--- config.mk ---
export PLATFORM = sky130hd
export DESIGN_NAME = fp_add_seq_flat
export DESIGN_NICKNAME = d
export VERILOG_FILES = /design/src/rtl/fp_add_seq_if.sv /design/src/rtl/fp_add_seq.sv /design/src/flat_wrapper.sv
export SDC_FILE = /design/constraint.sdc
export NUM_CORES = 1
export LEC_CHECK = 0
export ABC_AREA = 1
export CORE_ASPECT_RATIO = 1.2
export CORE_MARGIN = 1.5
export CORE_UTILIZATION = 45
export CTS_BUF_LIST = sky130_fd_sc_hd__clkbuf_4 sky130_fd_sc_hd__clkbuf_8
export DETAILED_ROUTE_END_ITERATION = 16
export GPL_TIMING_DRIVEN = 0
export HOLD_SLACK_MARGIN = 0.12
export PLACE_DENSITY_LB_ADDON = 0.15
export SYNTH_ARGS = -nofsm -noshare
export SYNTH_HDL_FRONTEND = slang
export SYNTH_SLANG_ARGS = --single-unit
--- constraint.sdc ---
create_clock -name clk_i -period 7.4 [get_ports clk_i]
set_clock_uncertainty 0.1 [all_clocks]
set_input_delay 1.11 -clock clk_i [delete_from_list [all_inputs] [get_ports clk_i]]
set_output_delay 1.11 -clock clk_i [all_outputs]
set_load 0.005 [all_outputs]
--- src/rtl/fp_add_seq_if.sv ---
// Handshake and operand/result bus for the sequential floating-point adder.
// Format is sign-magnitude {sign, exp[EXP_W], man[MAN_W]} with an explicit mantissa MSB.
interface fp_add_seq_if #(
    parameter int EXP_W = 8,
    parameter int MAN_W = 24
);
    localparam int W = 1 + EXP_W + MAN_W;

    logic         start;
    logic         op;
    logic [W-1:0] a;
    logic [W-1:0] b;
    logic         busy;
    logic         done;
    logic [W-1:0] r;
    logic         overflow;
    logic         zero;

    modport master (
        output start, op, a, b,
        input  busy, done, r, overflow, zero
    );

    modport slave (
        input  start, op, a, b,
        output busy, done, r, overflow, zero
    );
endinterface

--- src/rtl/fp_add_seq.sv ---
// Multi-cycle sign-magnitude floating-point add/subtract: compare, serial align,
// add, serial normalise. Truncates, saturates on exponent overflow, keeps denormals.
module fp_add_seq #(
    parameter int EXP_W = 8,
    parameter int MAN_W = 24
) (
    input  logic         clk_i,
    input  logic         rst_n_i,
    fp_add_seq_if.slave  bus
);
    localparam int W = 1 + EXP_W + MAN_W;

    localparam logic [2:0] IDLE  = 3'd0;
    localparam logic [2:0] CMP   = 3'd1;
    localparam logic [2:0] ALIGN = 3'd2;
    localparam logic [2:0] ADD   = 3'd3;
    localparam logic [2:0] NORM  = 3'd4;
    localparam logic [2:0] DONE  = 3'd5;

    // Control and visible result state (reset)
    logic [2:0]       state_q, state_d;
    logic [W-1:0]     r_q, r_d;
    logic             ovf_q, ovf_d;
    logic             zero_q, zero_d;

    // Datapath working registers (not reset)
    logic [W-1:0]     a_q, a_d, b_q, b_d;
    logic             op_q, op_d;
    logic             sign_q, sign_d;
    logic             eff_sub_q, eff_sub_d;
    logic [EXP_W-1:0] exp_q, exp_d;
    logic [EXP_W-1:0] cnt_q, cnt_d;
    logic [MAN_W-1:0] xman_q, xman_d;
    logic [MAN_W-1:0] yman_q, yman_d;
    logic [MAN_W:0]   man_q, man_d;

    logic             a_s, b_s, b_larger;
    logic [EXP_W-1:0] a_e, b_e;
    logic [MAN_W-1:0] a_m, b_m;

    function automatic logic [W-1:0] saturate(input logic s);
        saturate = {s, {EXP_W{1'b1}}, {MAN_W{1'b1}}};
    endfunction

    // B's sign is flipped for subtraction so the rest of the datapath only adds magnitudes.
    assign a_s      = a_q[W-1];
    assign a_e      = a_q[W-2:MAN_W];
    assign a_m      = a_q[MAN_W-1:0];
    assign b_s      = b_q[W-1] ^ op_q;
    assign b_e      = b_q[W-2:MAN_W];
    assign b_m      = b_q[MAN_W-1:0];
    assign b_larger = (b_e > a_e) || ((b_e == a_e) && (b_m > a_m));

    always_comb begin
        state_d   = state_q;
        r_d       = r_q;
        ovf_d     = ovf_q;
        zero_d    = zero_q;
        a_d       = a_q;
        b_d       = b_q;
        op_d      = op_q;
        sign_d    = sign_q;
        eff_sub_d = eff_sub_q;
        exp_d     = exp_q;
        cnt_d     = cnt_q;
        xman_d    = xman_q;
        yman_d    = yman_q;
        man_d     = man_q;

        case (state_q)
            IDLE: begin
                if (bus.start) begin
                    a_d     = bus.a;
                    b_d     = bus.b;
                    op_d    = bus.op;
                    ovf_d   = 1'b0;
                    zero_d  = 1'b0;
                    state_d = CMP;
                end
            end
            CMP: begin
                eff_sub_d = a_s ^ b_s;
                if (b_larger) begin
                    sign_d = b_s;
                    exp_d  = b_e;
                    xman_d = b_m;
                    yman_d = a_m;
                    cnt_d  = b_e - a_e;
                end else begin
                    sign_d = a_s;
                    exp_d  = a_e;
                    xman_d = a_m;
                    yman_d = b_m;
                    cnt_d  = a_e - b_e;
                end
                // Beyond MAN_W every bit of Y would shift out anyway; skip the walk.
                if (32'(cnt_d) > 32'(MAN_W)) begin
                    yman_d = '0;
                    cnt_d  = '0;
                end
                state_d = ALIGN;
            end
            ALIGN: begin
                if (cnt_q == '0) begin
                    state_d = ADD;
                end else begin
                    yman_d = yman_q >> 1;
                    cnt_d  = cnt_q - 1'b1;
                end
            end
            ADD: begin
                man_d   = eff_sub_q ? ({1'b0, xman_q} - {1'b0, yman_q})
                                    : ({1'b0, xman_q} + {1'b0, yman_q});
                state_d = NORM;
            end
            NORM: begin
                if (man_q[MAN_W]) begin
                    if (&exp_q) begin
                        ovf_d   = 1'b1;
                        r_d     = saturate(sign_q);
                        state_d = DONE;
                    end else begin
                        man_d = man_q >> 1;
                        exp_d = exp_q + 1'b1;
                    end
                end else if (man_q == '0) begin
                    zero_d  = 1'b1;
                    r_d     = '0;
                    state_d = DONE;
                end else if (!man_q[MAN_W-1] && (exp_q != '0)) begin
                    man_d = man_q << 1;
                    exp_d = exp_q - 1'b1;
                end else begin
                    r_d     = {sign_q, exp_q, man_q[MAN_W-1:0]};
                    state_d = DONE;
                end
            end
            DONE: begin
                state_d = IDLE;
            end
            default: begin
                state_d = IDLE;
            end
        endcase
    end

    always_ff @(posedge clk_i or negedge rst_n_i) begin
        if (!rst_n_i) begin
            state_q <= IDLE;
            r_q     <= '0;
            ovf_q   <= 1'b0;
            zero_q  <= 1'b0;
        end else begin
            state_q <= state_d;
            r_q     <= r_d;
            ovf_q   <= ovf_d;
            zero_q  <= zero_d;
        end
    end

    always_ff @(posedge clk_i) begin
        a_q       <= a_d;
        b_q       <= b_d;
        op_q      <= op_d;
        sign_q    <= sign_d;
        eff_sub_q <= eff_sub_d;
        exp_q     <= exp_d;
        cnt_q     <= cnt_d;
        xman_q    <= xman_d;
        yman_q    <= yman_d;
        man_q     <= man_d;
    end

    assign bus.busy     = (state_q != IDLE);
    assign bus.done     = (state_q == DONE);
    assign bus.r        = r_q;
    assign bus.overflow = ovf_q;
    assign bus.zero     = zero_q;
endmodule

--- src/flat_wrapper.sv ---
// flat-port wrapper written by rule: the top's interface ports become plain ports
module fp_add_seq_flat 
#(
    parameter int EXP_W = 8,
    parameter int MAN_W = 24
)
  (clk_i, rst_n_i, bus_start, bus_op, bus_a, bus_b, bus_busy, bus_done, bus_r, bus_overflow, bus_zero);
  fp_add_seq_if #(.EXP_W(EXP_W), .MAN_W(MAN_W)) bus_i ();
  input  logic clk_i;
  input  logic rst_n_i;
  input wire logic [$bits(bus_i.start)-1:0] bus_start;
  input wire logic [$bits(bus_i.op)-1:0] bus_op;
  input wire logic [$bits(bus_i.a)-1:0] bus_a;
  input wire logic [$bits(bus_i.b)-1:0] bus_b;
  output wire logic [$bits(bus_i.busy)-1:0] bus_busy;
  output wire logic [$bits(bus_i.done)-1:0] bus_done;
  output wire logic [$bits(bus_i.r)-1:0] bus_r;
  output wire logic [$bits(bus_i.overflow)-1:0] bus_overflow;
  output wire logic [$bits(bus_i.zero)-1:0] bus_zero;
  assign bus_i.start = bus_start;
  assign bus_i.op = bus_op;
  assign bus_i.a = bus_a;
  assign bus_i.b = bus_b;
  assign bus_busy = bus_i.busy;
  assign bus_done = bus_i.done;
  assign bus_r = bus_i.r;
  assign bus_overflow = bus_i.overflow;
  assign bus_zero = bus_i.zero;
  fp_add_seq #(.EXP_W(EXP_W), .MAN_W(MAN_W)) u_core (.clk_i(clk_i), .rst_n_i(rst_n_i), .bus(bus_i));
endmodule
# [After elaboration in Yosys (flattened, before gate mapping)]
# Cells that the tools add are included.
[word_totals] register_bits=196 inputBits=70 wordCells=110
[classes] addsub=7 magnitude_cmp=3 n_eq_ne=20 n_mux=41 n_bitwise=2 n_reduce_logical=22
[ops] op="2-to-1 mux 33 bit" count=4
[ops] op="2-to-1 mux 25 bit" count=5
[ops] op="2-to-1 mux 24 bit" count=4
[ops] op="2-to-1 mux 8 bit" count=9
[ops] op="case mux 25 bit (2 select lines)" count=1
[ops] op="case mux 24 bit (2 select lines)" count=1
[ops] op="case mux 8 bit (2 select lines)" count=2
[ops] op="adder 24 x 24 -> 25 bit" count=1
[ops] op="logical NOT 25 bit" count=1
[ops] op="subtractor 24 x 24 -> 25 bit" count=1
[ops] op="greater-than comparator 24 bit" count=1
[ops] op="AND reduction 4 bit" count=5
[ops] op="2-to-1 mux 3 bit" count=6
[ops] op="subtractor 8 x 1 -> 8 bit, second input constant" count=2
[ops] op="subtractor 8 bit" count=2
[ops] op="case mux 3 bit (5 select lines)" count=1
[ops] op="adder 8 x 1 -> 8 bit, second input constant" count=1
[ops] op="== test 8 bit" count=1
[ops] op="greater-than comparator 8 x 5 -> 1 bit, second input constant" count=1
[ops] op="greater-than comparator 8 bit" count=1
[ops] op="logical NOT 8 bit" count=1
[ops] op="!= test 2 x 1 -> 1 bit, second input constant" count=4
[ops] op="!= test 2 bit, second input constant" count=4
[ops] op="AND reduction 8 bit" count=1
[ops] op="other kinds (19)" count=35

# [Logic depth before layout (Yosys ltp)]
# Gate-level depths: netlist (run 1).
[depth] ltp_word=8 depth_mapped=23 depth_no_buf=21

# [Least setup slack after synthesis (run 1)]
# No wires, ideal clock.
[synth_path] path_type="reg2reg" startpoint="register u_core.state_q[2]" endpoint="register u_core.exp_q[0], enable pin" setup_ns=0.375 arrival_time_ns=3.065 required_time_ns=6.925 setup_slack_ns=3.859 path_stages_with_launch=4 path_buffers=0 period_less_slack_ns=3.541 cell_sequence="dfrtp_1 > nor3_1 > inv_1 > a21oi_1"
[synth_via] elab_chain_cells=3
[synth_rtl] item="start: declaration" line_no="fp_add_seq.sv:21" text="logic [2:0] state_q, state_d;"
[synth_rtl] item="start signal: assignment" line_no="fp_add_seq.sv:154" text="state_q <= state_d;"
[synth_rtl] item="== test 3 bit / == test 3 x 1 -> 1 bit (equally long branches)" line_no="fp_add_seq.sv:70" text="case (state_q)"
[synth_rtl] item="!= test 3 bit (no source line) (tied with other cells)"
[synth_rtl] item="AND reduction 4 bit (no source line) *"
[synth_rtl] item="end signal: assignment" line_no="fp_add_seq.sv:167" text="exp_q <= exp_d;"
[synth_rtl] item="end: declaration" line_no="fp_add_seq.sv:31" text="logic [EXP_W-1:0] exp_q, exp_d;"
# Every way passes the cells marked *; elsewhere a longest branch is shown, timed or not.
# A chain may end at the register's enable or synchronous reset.

# [Worst setup path after layout (run 1)]
[layout_path] startpoint="register u_core.eff_sub_q" endpoint="register u_core.man_q[24], data pin"
[layout_via] elab_chain_cells=2
[layout_rtl] item="start: declaration" line_no="fp_add_seq.sv:30" text="logic eff_sub_q, eff_sub_d;"
[layout_rtl] item="start signal: assignment" line_no="fp_add_seq.sv:166" text="eff_sub_q <= eff_sub_d;"
[layout_rtl] item="2-to-1 mux 25 bit" line_no="fp_add_seq.sv:112" text="man_d = eff_sub_q ? ({1'b0, xman_q} - {1'b0, yman_q})"
[layout_rtl] item="case mux 25 bit (2 select lines)" line_no="fp_add_seq.sv:70"
[layout_rtl] item="named net u_core.man_d[24]" line_no="fp_add_seq.sv:35" text="logic [MAN_W:0] man_q, man_d;"
[layout_rtl] item="end signal: assignment" line_no="fp_add_seq.sv:171" text="man_q <= man_d;"
[layout_rtl] item="end: declaration" line_no="fp_add_seq.sv:35"
# The timed path passes the listed nets, and every way through them passes these cells.

==> results of run 1 <==
-- stage by stage --
stage / total power, W / cells / worst slack [ns] / instance area [um^2] / hold slack (ns)
final: 0.00646 / 1794 / 3.22 / 13600 / 0.402
after global routing: 0.00706 / 1794 / 2.88 / 13600 / 0.420
after CTS: 0.00648 / 1794 / 3.16 / 13600 / 0.403
after detailed placement: 0.00574 / 1762 / 3.18 / 13200 / 0.376
after global placement: 0.00564 / 1758 / 2.38 / 13100 / 0.375
after floorplan: 0.00469 / 1322 / 3.86 / 11600 / 0.355
-- area by class of cell --
cell class	count	area share (%)
timing repair buffer	110	8.23
sequential	196	41.9
inverter	160	4.42
tap	330	3.04
clock inverter	15	1.36
buffer	43	1.61
clock buffer	17	1.72
multi-input combinational	923	37.7
-- worst max-delay path by stage --
| stage | start | to |
|---|---|---|
| after floorplan | u_core.state_q[2] | u_core.exp_q[0] |
| after global placement | u_core.state_q[2] | u_core.exp_q[5] |
| after detailed placement | u_core.eff_sub_q | u_core.man_q[24] |
| after CTS | u_core.eff_sub_q | u_core.man_q[24] |
| after global routing | u_core.yman_q[2] | u_core.man_q[24] |
| final | u_core.eff_sub_q | u_core.man_q[24] |
-- cell usage in the layout (no fill, tap or decap), types with 8 or more instances in the layout --
cell / synthesis / routed
nand2_1: 273 / 273
edfxtp_1: 158 / 158
inv_1: 157 / 156
nor2_1: 130 / 129
o21ai_0: 114 / 114
a21oi_1: 106 / 106
clkdlybuf4s50_1: 0 / 105
nand3_1: 75 / 75
ha_1: 72 / 72
dfrtp_1: 38 / 38
xor2_1: 33 / 33
clkbuf_1: 28 / 28
clkbuf_8: 0 / 17
xnor2_1: 16 / 16
nor3_1: 14 / 13
nand3_2: 11 / 11
o21ai_1: 9 / 9
buf_2: 7 / 8
-- worst max-delay path: cells and delay by family (launching register included) --
kind	cells	cell delay (ns)
AO/OA/AOI/OAI	7	1.44
AND/OR/NAND/NOR	8	1.17
flip-flops	1	0.53
adder cells (fa/ha/maj)	1	0.38
buffers and inverters	1	0.16
XOR/XNOR	1	0.16
-- flip-flops by register name (all words and copies together), names as in the netlist --
signal               count
u_core.exp_q             8
u_core.eff_sub_q         1
u_core.op_q              1
u_core.a_q              33
u_core.b_q              33
u_core.xman_q           24
u_core.bus.zero          1
u_core.yman_q           24
u_core.man_q            25
u_core.cnt_q             8
u_core.bus.r            33
u_core.bus.overflow      1
u_core.sign_q            1
u_core.state_q           3
-- synthesized netlist by cell type (5+ instances only) --
| library cell | number | area [um^2] |
|---|---|---|
| a21oi_1 | 106 | 531 |
| a31oi_1 | 7 | 43.8 |
| buf_2 | 7 | 35.0 |
| clkbuf_1 | 28 | 105 |
| dfrtp_1 | 38 | 951 |
| edfxtp_1 | 158 | 4740 |
| ha_1 | 72 | 901 |
| inv_1 | 157 | 589 |
| nand2_1 | 273 | 1020 |
| nand3_1 | 75 | 375 |
| nand3_2 | 11 | 110 |
| nand4_1 | 5 | 31.3 |
| nor2_1 | 130 | 488 |
| nor3_1 | 14 | 70.1 |
| nor4_1 | 7 | 43.8 |
| o211ai_1 | 5 | 37.5 |
| o21ai_0 | 114 | 571 |
| o21ai_1 | 9 | 45.0 |
| o21bai_1 | 7 | 52.6 |
| xnor2_1 | 16 | 140 |
| xor2_1 | 33 | 289 |
-- kinds of logic (layout without fill, tap and decap cells) --
family	count (synthesis)	after routing	share of synthesized area, %
DFF	196	196	49.0
and+or+nand+nor	530	530	19.5
xor gates and xnor gates	49	49	3.69
AOI/OAI and AO/OA	268	268	12.3
buffers and inverters	203	345	7.05
adders and majority gates	76	76	8.44
-- power breakdown --
group          internal (W)  switching, W  total (W)
sequential          0.00187      0.000303    0.00217
combinational       0.00139       0.00217    0.00356
clock              0.000289      0.000444   0.000733
total               0.00355       0.00292    0.00646
-- per-layer routing --
metal	routed length (um)	global-route usage, %	share of wire (%)	up-vias
met5	0	0	0	-
met4	471	6.33	1.8	0
met2	12200	33.8	48	195
met3	826	3.26	3.2	31
met1	12100	25.1	47	4116
li1	-	-	-	4721
==> flow_metrics.tcl, run 1 <==
set metrics [dict create \
    status "finished clean" \
    cap_violations 0 \
    crit_top_cell "nand2_1" \
    crit_fanout 10 \
    area_delta_synth_final_pct 16.8 \
    fin_util_pct 53.3 \
    gp_congestion 0.847 \
    clk_path_buf_depth 2 \
    hold_viol 0 \
    grt.total_usage_pct 19.6 \
    cp-start-kind "flop" \
    totalWireLength_mm 25.7 \
    r2r_start "u_core.eff_sub_q" \
    holdBufCountCts 0 \
    min_period_ns 4.18 \
    multi_input_area_mm2 0.00511 \
    cts-buffers-inserted 17 \
    io_buffers 106 \
    nets 1597 \
    fin_crit_sh_pct 56.4 \
    netlist_instances 1322 \
    synth_area_mm2 0.0116 \
    dp_hpwl_mm 20.4 \
    cts_tree "yes" \
    num_vias 9063 \
    grt_pass1_wl_mm 41.1 \
    cts_resized 0 \
    reg2reg_slack_ns 3.22 \
    setup_violations 0 \
    clkTransAtPathRegs_ns 0.11 \
    core_region_area_mm2 0.0255 \
    fillers 2431 \
    yosysUniqueCellTypes 50 \
    max-slew-margin-rel_pct 45.6 \
    synth_nets 1468 \
    cpPeakStageDelay_ns 0.53 \
    hold-path-endpoint "u_core.bus.zero" \
    seq_area_frac_synth_pct 49.0 \
    hold_depth 2 \
    cts_root_buf "clkbuf_8" \
    worst_slew_pin_slew_ns 0.817 \
    vias_per_cell 5.05 \
    htree_levels 4 \
    synth.yosys.warnings 0 \
    critPathRequiredTime_ns 7.54 \
    p_leak_nw 5.86 \
    drv_slew 0 \
    synth_async_sr_flop_share_pct 19.4 \
    postCtsSetupBuffers 0 \
    n_antenna_cell 0 \
    antenna_found_initial 0 \
    hold_start "u_core.bus.zero" \
    synth-main-ff-cell "edfxtp_1" \
    r2r-end "u_core.man_q[24]" \
    drt_iter0_markers 463 \
    hold_path.class "reg -> reg" \
    ios 107 \
    grt_max_degree 39 \
    row_count 64 \
    worstPathCellList "inv_2, o31ai_1, nand2_1, nor2_1, nand2_1, nor2_1, nand2_1, nor2_1, o21a_1, o21ai_0, xor2_1, ha_1, a21oi_1, o21ai_0, a211oi_1, nand2_1, o21ai_0, nand2_1" \
    cts.sink_count 196 \
    ant_nets 0 \
    die_w_um 150 \
    regArea_mm2 0.00570 \
    cp-end-kind "flop" \
    synth-edff-count 158 \
    overflow 0 \
    cp_slowest_cell "edfxtp_1" \
    syn-mean-instance-area_um2 8.79 \
    synth_seq_cells 196 \
    layout-drive-gt1-share_pct 5.46 \
    critPathKind "reg -> reg" \
    fin_tns_setup_ns 0 \
    insertion_delay_ns 0.49 \
    vdd_ir_drop_max_uv 177 \
    firstDrtPassIters 5 \
    grt_pass1_vias 8756 \
    start_util_pct 45.6 \
    rsz0062_at_grt "false" \
    fp.dieH_um 179 \
    fmax_mhz 239 \
    dieArea_mm2 0.0268 \
    cp.arrival_ns 4.32 \
    post_drt_wl_per_cell_um 14.3 \
    power_density_mw_per_mm2 476 \
    ff2ff_path_depth 18 \
    drcViolationCount 0 \
]
No activity file was read; power rests on OpenSTA's default activity.
==> inputs of run 2 (changes only) <==
==> constraint.sdc (replaced) <==
create_clock -name clk_i -period 3.5 [get_ports clk_i]
set_clock_uncertainty 0.1 [all_clocks]
set_input_delay 0.525 -clock clk_i [delete_from_list [all_inputs] [get_ports clk_i]]
set_output_delay 0.525 -clock clk_i [all_outputs]
set_load 0.005 [all_outputs]
==> run 2 against run 1 <==
Net effect: the run now ends with negative setup slack left; sequential cell count unchanged; global-route usage grew 0.39 points; final cell count up 1.7%.
==> flow_metrics.tcl, run 2 (synthesis gave the netlist of run 1 again) <==
set metrics [dict create \
    ios 107 \
    totalWireLength_mm 26.5 \
    hold-path-endpoint "u_core.bus.overflow" \
    htree_levels 4 \
    cts.sink_count 196 \
    drv_slew 0 \
    insertion_delay_ns 0.49 \
    power_w 0.0149 \
    cp.arrival_ns 3.67 \
    antenna_found_initial 0 \
    vias_per_cell 5.07 \
    cp-end-kind "flop" \
    clk_path_buf_depth 2 \
    r2r_start "u_core.yman_q[1]" \
    hold_viol 0 \
    overflow 0 \
    min_period_ns 3.52 \
    cts_root_buf "clkbuf_8" \
    final_common_cell "nand2_1" \
    p_leak_nw 6.07 \
    cts-buffers-inserted 17 \
    grt_pass1_vias 8850 \
    r2r-end "u_core.man_q[24]" \
    hold_depth 2 \
    cap_violations 0 \
    fin_tns_setup_ns -0.0177 \
    firstDrtPassIters 5 \
    reg2reg_slack_ns -0.02 \
    ff2ff_path_depth 19 \
    row_count 64 \
    dieArea_mm2 0.0268 \
    nets 1627 \
    power_density_mw_per_mm2 1050 \
    fillers 2363 \
    mostFrequentLayoutCells "264 x nand2_1, 158 x edfxtp_1, 151 x inv_1" \
    grt_pass1_wl_mm 42.1 \
    hold_path.class "reg -> reg" \
    critPathKind "reg -> reg" \
    num_vias 9253 \
    drcViolationCount 0 \
    io_buffers 106 \
    status "finished, violations left" \
    grt.total_usage_pct 20.0 \
    dpl_worst_slack_ns -0.682 \
    setup_violations 2 \
    ant_nets 0 \
    hold_start "u_core.bus.overflow" \
    post_drt_wl_per_cell_um 14.5 \
    failed_checks "negative setup slack" \
    dp_hpwl_mm 20.3 \
    layout-drive-gt1-share_pct 11.9 \
    max-slew-margin-rel_pct 44.9 \
    start_util_pct 45.6 \
    vdd_ir_drop_max_uv 388 \
    fin_crit_sh_pct 100 \
    fmax_mhz 284 \
    drt_iter0_markers 428 \
    rsz0062_at_grt "true" \
    placed_cell_area_mm2 0.0132 \
    core_region_area_mm2 0.0255 \
    grt_max_degree 44 \
    area_delta_synth_final_pct 22.0 \
    fp.dieH_um 179 \
    worst_slew_pin_slew_ns 0.826 \
    clkTransAtPathRegs_ns 0.11 \
    critPathRequiredTime_ns 3.65 \
    gp_congestion 0.839 \
    stdcell_area_mm2 0.0142 \
    die_w_um 150 \
    cp-start-kind "flop" \
    cts_tree "yes" \
    crit_fanout 3 \
    fin_util_pct 55.7 \
    n_antenna_cell 0 \
    setup_ws_ns -0.0164 \
]
==> run 2: critical path, stage by stage (launching register included) <==
cell and delay [ns]:
edfxtp_1 0.45, o31ai_2 0.30, nand2_1 0.13, nor2_2 0.17
nand2_2 0.11, nor2_4 0.14, nand2_2 0.08, nor2_4 0.15
o21a_4 0.17, o21ai_2 0.07, xnor2_2 0.21, ha_4 0.25
inv_4 0.06, o21bai_4 0.05, a21oi_1 0.15, nor2_1 0.08
a211oi_2 0.21, nand2_2 0.13, o21ai_4 0.20, nand2_1 0.07
==> run 2: area by class of cell <==
| class | instances | area [um^2] | share of cell area [%] |
|---|---|---|---|
| inverter | 160 | 606 | 4.27 |
| sequential | 196 | 5700 | 40.2 |
| tap | 330 | 413 | 2.91 |
| buffer | 43 | 221 | 1.56 |
| clock inverter | 13 | 136 | 0.962 |
| clock buffer | 19 | 255 | 1.80 |
| timing repair buffer | 140 | 1340 | 9.46 |
| multi-input combinational | 923 | 5510 | 38.9 |
==> run 2: how the worst max path moves through the flow <==
stage | startpoint | end | slack [ns] | cells past startpoint
floorplan | u_core.yman_q[1] | u_core.man_q[22] | 0.13 | 18
global placement | u_core.eff_sub_q | u_core.man_q[24] | -0.69 | 18
detailed placement | u_core.eff_sub_q | u_core.man_q[24] | -0.68 | 18
CTS | u_core.yman_q[1] | u_core.man_q[24] | -0.002 | 20
global route | u_core.yman_q[1] | u_core.man_q[24] | -0.21 | 19
finish | u_core.yman_q[1] | u_core.man_q[24] | -0.02 | 19
==> run 2: layer usage <==
layer	track usage [%]	wire length, um	up-vias
met5	0	0	-
met4	5.43	354	0
met3	3.26	1080	25
met2	35.1	13000	212
met1	25.5	12100	4233
li1	-	-	4783
==> run 2: what timing repair did <==
item	in CTS	in global routing
pin swaps	21	37
setup buffers	16	14
endpoints found under the hold margin	38	0
hold buffers	1	0
setup endpoints to repair	10	16
resized for setup	36	74
==> run 2: where the power goes <==
group / switching (W) / leakage (nW) / internal, W
Combinational: 0.00517 / 3.92 / 0.00361
Sequential: 0.000677 / 1.94 / 0.00395
Clock: 0.000880 / 0.206 / 0.000618
==> run 2: per-stage QoR <==
stage	instances	hold WS [ns]
after floorplan	1322	0.129
after detailed placement	1761	0.377
after global routing	1824	0.422
final	1824	0.403
after CTS	1810	0.406
after global placement	1758	0.376
